`src/rtl/ad_ip_jesd204_tpl_pkg.sv`:
```
`default_nettype none
// ============================================================================
// | Package  : ad_ip_jesd204_tpl_pkg                                         |
// | Brief    : Shared types and helpers for the JESD204 TPL DAC data path    |
// | Revision : 1.0 - initial release                                         |
// ============================================================================
package ad_ip_jesd204_tpl_pkg;

  // FIFO control states; explicit 2-bit encoding.
  typedef enum logic [1:0] {
    IDLE = 2'd0,
    FILL = 2'd1,
    RUN  = 2'd2
  } state_t;

  // Number of stored words for a given address width.
  function automatic int fifo_depth(input int address_width);
    return 1 << address_width;
  endfunction

endpackage
`default_nettype wire

```
`src/rtl/ad_ip_jesd204_tpl_dac_fifo_if.sv`:
```
`default_nettype none
// ============================================================================
// | Interface : ad_ip_jesd204_tpl_dac_fifo_if                                |
// | Brief     : AXI-stream style valid/ready/data link into the DAC FIFO     |
// | Revision  : 1.0 - initial release                                        |
// ============================================================================
interface ad_ip_jesd204_tpl_dac_fifo_if #(
  parameter int DATA_WIDTH = 128
);

  logic                  s_axis_valid;
  logic                  s_axis_ready;
  logic [DATA_WIDTH-1:0] s_axis_data;

  // Upstream (DMA side) view.
  modport master (
    output s_axis_valid,
    output s_axis_data,
    input  s_axis_ready
  );

  // FIFO view.
  modport slave (
    input  s_axis_valid,
    input  s_axis_data,
    output s_axis_ready
  );

endinterface
`default_nettype wire

```
`src/rtl/ad_mem_dp.sv`:
```
`default_nettype none
// ============================================================================
// | Module   : ad_mem_dp                                                     |
// | Brief    : Simple dual-port RAM, one write port, one read port with a    |
// |            read enable and one cycle of read latency                     |
// | Revision : 1.0 - initial release                                         |
// ============================================================================
module ad_mem_dp #(
  parameter int DATA_WIDTH    = 128,
  parameter int ADDRESS_WIDTH = 4
) (
  input  wire logic                     clk,
  input  wire logic                     wr_en,
  input  wire logic [ADDRESS_WIDTH-1:0] wr_addr,
  input  wire logic [DATA_WIDTH-1:0]    wr_data,
  input  wire logic                     rd_en,
  input  wire logic [ADDRESS_WIDTH-1:0] rd_addr,
  output logic      [DATA_WIDTH-1:0]    rd_data
);

  localparam int C_WORDS = 1 << ADDRESS_WIDTH;

  logic [DATA_WIDTH-1:0] r_mem [0:C_WORDS-1];
  logic [DATA_WIDTH-1:0] r_rd_data;

  // Store a word on every write strobe.
  always_ff @(posedge clk) begin
    if (wr_en) r_mem[wr_addr] <= wr_data;
  end

  // Registered read; the register only updates when a read is requested so it
  // can serve as the holding register of the consumer.
  always_ff @(posedge clk) begin
    if (rd_en) r_rd_data <= r_mem[rd_addr];
  end

  assign rd_data = r_rd_data;

endmodule
`default_nettype wire

```
`src/rtl/ad_ip_jesd204_tpl_dac_fifo.sv`:
```
`default_nettype none
// ============================================================================
// | Module   : ad_ip_jesd204_tpl_dac_fifo                                    |
// | Brief    : Prefilling elastic buffer in front of the JESD204 TPL DAC     |
// |            core. Show-ahead output, popped by dac_valid, underflow flag. |
// | Revision : 1.0 - initial release                                         |
// ============================================================================
module ad_ip_jesd204_tpl_dac_fifo
  import ad_ip_jesd204_tpl_pkg::*;
#(
  parameter int DATA_WIDTH    = 128,
  parameter int NUM_CHANNELS  = 2,
  parameter int ADDRESS_WIDTH = 4,
  parameter int START_LEVEL   = 8
) (
  input  wire logic                      clk,
  input  wire logic                      resetn,
  input  wire logic [NUM_CHANNELS-1:0]   enable,
  ad_ip_jesd204_tpl_dac_fifo_if.slave    s_axis,
  input  wire logic [NUM_CHANNELS-1:0]   dac_valid,
  output logic      [DATA_WIDTH-1:0]     dac_ddata,
  output logic                           dac_dunf,
  output logic      [ADDRESS_WIDTH:0]    fifo_level
);

  localparam int                   C_DEPTH     = fifo_depth(ADDRESS_WIDTH);
  localparam logic [ADDRESS_WIDTH:0] C_FULL_LVL  = (ADDRESS_WIDTH+1)'(C_DEPTH);
  localparam logic [ADDRESS_WIDTH:0] C_START_LVL = (ADDRESS_WIDTH+1)'(START_LEVEL);

  state_t                   r_state;
  state_t                   w_state_nxt;
  logic [ADDRESS_WIDTH-1:0] r_wr_ptr;
  logic [ADDRESS_WIDTH-1:0] r_rd_ptr;
  logic [ADDRESS_WIDTH:0]   r_level;
  logic                     r_ovalid;
  logic                     r_dunf;

  logic                     w_en;
  logic                     w_rd;
  logic                     w_full;
  logic                     w_ready;
  logic                     w_wr;
  logic                     w_load;
  logic                     w_pop;
  logic                     w_dunf;
  logic [DATA_WIDTH-1:0]    w_mem_rd_data;

  assign w_en   = |enable;
  assign w_rd   = |dac_valid;
  // Full is judged on the registered level only; a read in the same cycle
  // does not reopen the input.
  assign w_full = (r_level == C_FULL_LVL);

  // Next state and per-cycle strobes; a zero enable overrides everything.
  always_comb begin
    w_state_nxt = r_state;
    w_ready     = 1'b0;
    w_load      = 1'b0;
    w_pop       = 1'b0;
    w_dunf      = 1'b0;
    if (!w_en) begin
      w_state_nxt = IDLE;
    end else begin
      unique case (r_state)
        IDLE: w_state_nxt = FILL;
        FILL: begin
          w_ready = !w_full;
          if (r_level >= C_START_LVL) w_state_nxt = RUN;
        end
        RUN: begin
          w_ready = !w_full;
          w_pop   = w_rd && r_ovalid;
          w_dunf  = w_rd && !r_ovalid;
          // Refill the output register when it is empty or being consumed.
          w_load  = (r_level != '0) && (!r_ovalid || w_rd);
        end
        default: w_state_nxt = IDLE;
      endcase
    end
    w_wr = s_axis.s_axis_valid && w_ready;
  end

  // State register.
  always_ff @(posedge clk or negedge resetn) begin
    if (!resetn) r_state <= IDLE;
    else         r_state <= w_state_nxt;
  end

  // Pointers, level counter, output-valid flag and underflow pulse.
  always_ff @(posedge clk or negedge resetn) begin
    if (!resetn) begin
      r_wr_ptr <= '0;
      r_rd_ptr <= '0;
      r_level  <= '0;
      r_ovalid <= 1'b0;
      r_dunf   <= 1'b0;
    end else if (!w_en) begin
      r_wr_ptr <= '0;
      r_rd_ptr <= '0;
      r_level  <= '0;
      r_ovalid <= 1'b0;
      r_dunf   <= 1'b0;
    end else begin
      if (w_wr)   r_wr_ptr <= r_wr_ptr + ADDRESS_WIDTH'(1);
      if (w_load) r_rd_ptr <= r_rd_ptr + ADDRESS_WIDTH'(1);
      r_level <= r_level + (ADDRESS_WIDTH+1)'(w_wr) - (ADDRESS_WIDTH+1)'(w_load);
      if (w_load)     r_ovalid <= 1'b1;
      else if (w_pop) r_ovalid <= 1'b0;
      r_dunf <= w_dunf;
    end
  end

  // The RAM read register doubles as the output register: it is only
  // written on a load, and ovalid decides whether its contents are shown.
  ad_mem_dp #(
    .DATA_WIDTH    (DATA_WIDTH),
    .ADDRESS_WIDTH (ADDRESS_WIDTH)
  ) u_mem (
    .clk     (clk),
    .wr_en   (w_wr),
    .wr_addr (r_wr_ptr),
    .wr_data (s_axis.s_axis_data),
    .rd_en   (w_load),
    .rd_addr (r_rd_ptr),
    .rd_data (w_mem_rd_data)
  );

  assign s_axis.s_axis_ready = w_ready;
  // Midscale (zero) whenever no valid word is held.
  assign dac_ddata  = r_ovalid ? w_mem_rd_data : '0;
  assign dac_dunf   = r_dunf;
  assign fifo_level = r_level;

endmodule
`default_nettype wire

```
`src/flat_wrapper.sv`:
```
// flat-port wrapper written by rule: the top's interface ports become plain ports
module ad_ip_jesd204_tpl_dac_fifo_flat import ad_ip_jesd204_tpl_pkg::*;
#(
  parameter int DATA_WIDTH    = 128,
  parameter int NUM_CHANNELS  = 2,
  parameter int ADDRESS_WIDTH = 4,
  parameter int START_LEVEL   = 8
)
  (clk, resetn, enable, dac_valid, dac_ddata, dac_dunf, fifo_level, s_axis_s_axis_valid, s_axis_s_axis_data, s_axis_s_axis_ready);
  ad_ip_jesd204_tpl_dac_fifo_if #(.DATA_WIDTH(DATA_WIDTH)) s_axis_i ();
  input  wire logic clk;
  input  wire logic resetn;
  input  wire logic [NUM_CHANNELS-1:0] enable;
  input  wire logic [NUM_CHANNELS-1:0] dac_valid;
  output logic      [DATA_WIDTH-1:0] dac_ddata;
  output logic dac_dunf;
  output logic      [ADDRESS_WIDTH:0] fifo_level;
  input wire logic [$bits(s_axis_i.s_axis_valid)-1:0] s_axis_s_axis_valid;
  input wire logic [$bits(s_axis_i.s_axis_data)-1:0] s_axis_s_axis_data;
  output wire logic [$bits(s_axis_i.s_axis_ready)-1:0] s_axis_s_axis_ready;
  assign s_axis_i.s_axis_valid = s_axis_s_axis_valid;
  assign s_axis_i.s_axis_data = s_axis_s_axis_data;
  assign s_axis_s_axis_ready = s_axis_i.s_axis_ready;
  ad_ip_jesd204_tpl_dac_fifo #(.DATA_WIDTH(DATA_WIDTH), .NUM_CHANNELS(NUM_CHANNELS), .ADDRESS_WIDTH(ADDRESS_WIDTH), .START_LEVEL(START_LEVEL)) u_core (.clk(clk), .resetn(resetn), .enable(enable), .s_axis(s_axis_i), .dac_valid(dac_valid), .dac_ddata(dac_ddata), .dac_dunf(dac_dunf), .fifo_level(fifo_level));
endmodule
```
`config.mk`:
```
export PLATFORM = sky130hd
export DESIGN_NAME = ad_ip_jesd204_tpl_dac_fifo_flat
export DESIGN_NICKNAME = d
export VERILOG_FILES = /design/src/rtl/ad_ip_jesd204_tpl_pkg.sv /design/src/rtl/ad_ip_jesd204_tpl_dac_fifo_if.sv /design/src/rtl/ad_mem_dp.sv /design/src/rtl/ad_ip_jesd204_tpl_dac_fifo.sv /design/src/flat_wrapper.sv
export SDC_FILE = /design/constraint.sdc
export NUM_CORES = 2
export LEC_CHECK = 0
export CORE_UTILIZATION = 40
export DETAILED_ROUTE_END_ITERATION = 12
export DONT_BUFFER_PORTS = 1
export PLACE_DENSITY_LB_ADDON = 0.08
export REMOVE_ABC_BUFFERS = 1
export SYNTH_ARGS = -nofsm -noshare
export SYNTH_HDL_FRONTEND = slang
export SYNTH_SLANG_ARGS = --single-unit
```
`constraint.sdc`:
```
create_clock -name clk -period 39.9 [get_ports clk]
set_input_delay 7.98 -clock clk [delete_from_list [all_inputs] [get_ports clk]]
set_output_delay 7.98 -clock clk [all_outputs]
set_load 0.1 [all_outputs]
```
==> results.yml <==
final_layout:
  final_nets: 4288
  fillers: 17520
  regArea_sq_um: 65790
  multiInputGateArea_sq_um: 16740
  fin_util_pct: 45.18
  drive_gt1_share_pct: 15.46
  synthToLayoutAreaGrowth_pct: 12.07
worst_setup_path:
  worstPathCellList: "or2_2, and3_1"
  critPathMaxFanout: 7
  crit_slowest_cell: "and3_1"
  critPathRequiredTime_ns: 31.92
  max_stage_delay_ns: 0.83
  end_kind: "output port"
  cp_data_arrival_time_ns: 8.98
  r2r_slack_ns: 33.34
  crit_type: "primary input to output port"
  critPathLaunchType: "primary input"
  path_buf_inv: 0
  cp_top_family: "simple AND/OR/NAND/NOR gates"
die:
  die_area_sq_um: 211000
  floorplan.initialDensity_pct: 40.32
  core_area_sq_um: 207500
  die_x_um: 459.3
  io_pins: 270
  rows: 167
  die_height_um: 459.3
yosys:
  yosysWarnings: 0
  yosys.cell_types.count: 39
  synth_largest_area_cell: "edfxtp_1"
  netlist_instances: 4057
  synthFlopType: "edfxtp_1"
  syn_area_sq_um: 83660
  synth-edff-count: 2176
  syn_area_per_cell_sq_um: 20.62
  yosysSeqAreaShare_pct: 78.62
  ys_async_sr_fraction_pct: 0.7752
  synth_area_leaders: "edfxtp_1, mux4_2, mux2i_1"
  yosysTopAreaCellShare_pct: 78.11
  ys_ff_latch: 2193
sta:
  setup_tns_ns: 0
  fin_ws_ns: 22.94
  slew_headroom_pct: 19.59
  fin_skew_ns: 0.01832
  fin_crit_ns: 16.96
  timing.final.hold_violations: 0
  grt_setup_unrepaired: "false"
  report.final.slew_viol_count: 0
  max_freq_ghz: 0.05897
  setup_viol: 0
  whs_ns: 0.5846
  min_period_over_period_pct: 42.50
  worstMarginPinSlew_ns: 1.204
status:
  status: "completed"
clock_network:
  cts_resized: 0
  postCtsHoldBufs: 0
  h-tree-depth: 4
  clockBufferDepth: 3
  cts_tree: "built"
  clk_pin_slew_worst_paths_ns: 0.06
  clk_latency_ns: 0.85
  cts.sinks: 2193
  clockRootBuffer: "clkbuf_16"
  cts_buffers: 230
  post_cts_buffers: 0
power:
  ir_drop_mv: 0.04752
  p_per_area_nw_per_um2: 60.01
  p_leak_nw: 28.72
global_routing:
  grt_pass1_vias: 40260
  grt_max_degree: 118
  overflow: 0
  track_usage_pct: 19.47
  grt_pass1_wl_um: 295000
  antenna_found_initial: 17
placement:
  gp_congestion: 0.7013
  place_ws_ns: 22.94
  place_hpwl_um: 103100
  port_buffers: 0
detailed_routing:
  dr_total_vias: 39240
  routedWlPerCell_um: 28.96
  drt-vias-per-instance: 5.511
  drt_wl_total_um: 206200
  drtIter0Drc: 3079
  drt-pass1-iter-count: 5
  ant_nets: 0
  drcViolationCount: 0
min_path:
  hold_path_class: "flip-flop to flip-flop"
flow_run:
  max_cap_viol_count: 0
logic make-up after synthesis:
| family | Yosys count | share of synthesized area [%] |
|---|---|---|
| compound gates | 520 | 4.638 |
| mux | 768 | 13.11 |
| fa+ha+maj | 16 | 0.2483 |
| simple gates | 306 | 1.864 |
| flops | 2193 | 78.62 |
| buf+inv | 250 | 1.484 |
| xor+xnor | 4 | 0.04189 |
through the flow:
| step | area, sq um | power [mW] | cells |
|---|---|---|---|
| 6_report | 93750 | 5.626 | 7120 |
| 3_5_place_dp | 86790 | 3.703 | 6693 |
| 4_1_cts | 93740 | 5.707 | 7116 |
| 2_1_floorplan | 82490 | 4.160 | 3826 |
| 3_3_place_gp | 86790 | 3.703 | 6693 |
| 5_1_grt | 93740 | 5.838 | 7117 |
power by group:
group	switching, mW	total [mW]	internal, mW
combinational	0.597	0.917	0.320
sequential	0.0580	2.71	2.65
clock	0.869	2.00	1.13
total	1.52	5.63	4.10
cells in the mapped netlist, types with 2 or more instances:
master    number
edfxtp_1    2176
nand3_1        2
or3_1          2
xor2_1         3
buf_6         19
and2_1       138
and3_1         2
nor4_1         4
clkbuf_1     107
dfrtp_1       17
buf_1          3
a22oi_1      127
nand4_1        3
mux2i_1      506
buf_4         13
ha_1          15
a221oi_1     252
inv_1         19
buf_2         89
o21ai_0      130
nor2_1        16
mux4_2       262
nand2_1      130
a21oi_1        7
path summary, 6_finish.rpt:
| check | startpoint | to | cells after the start |
|---|---|---|---|
| max | enable[1] | s_axis_s_axis_ready | 2 |
| min | u_core.r_state[1] | u_core.r_state[1] | 1 |
| max reg2reg | u_core.r_rd_ptr[0] | u_core.u_mem.rd_data[5] | 8 |
| min reg2reg | u_core.r_state[1] | u_core.r_state[1] | 1 |
| max in group asynchronous | resetn | u_core.r_rd_ptr[2] | 0 |
| min in group asynchronous | resetn | u_core.fifo_level[4] | 0 |
layout by cell type, fill, tap and decap left out, types with 3 or more instances in the layout:
master and instances:
a21oi_1 7, a221oi_1 252, a22oi_1 127, and2_1 129, and2_4 9, buf_12 8
buf_4 71, bufinv_16 10, clkbuf_1 58, clkbuf_16 232, clkinv_1 66, clkinv_2 40
clkinvlp_4 4, dfrtp_1 12, dfrtp_4 5, diode_2 4, edfxtp_1 2176, ha_1 15
inv_1 18, inv_6 7, mux2i_1 506, mux4_2 262, nand2_1 130, nand4_1 3
nor2_1 11, nor2_4 5, nor4_2 4, o21ai_0 130, xor2_1 3
registers in the layout, indices dropped and copies added, names as in the netlist:
signal                count
u_core.u_mem.rd_data    128
u_core.u_mem.r_mem     2048
u_core.dac_dunf           1
u_core.r_wr_ptr           4
u_core.r_rd_ptr           4
u_core.r_ovalid           1
u_core.r_state            2
u_core.fifo_level         5
final cells by class:
type | count | share of cell area [%]
Inverter | 19 | 0.08408
Sequential cell | 2193 | 70.17
Timing Repair Buffer | 79 | 0.7394
Clock buffer | 292 | 6.454
Multi-Input combinational cell | 1614 | 17.86
Tap cell | 2788 | 3.721
Clock inverter | 131 | 0.9649
Antenna cell | 4 | 0.01068
per-layer routing:
layer | track usage (%) | up-vias | part of all wire (%)
met5 | 0 | - | 0.0039
met4 | 4.204 | 2 | 1.5
met3 | 4.311 | 239 | 6.0
met2 | 30.98 | 914 | 47
met1 | 27.42 | 21000 | 45
li1 | - | 17080 | -
Power figures use the tool's default switching activity.
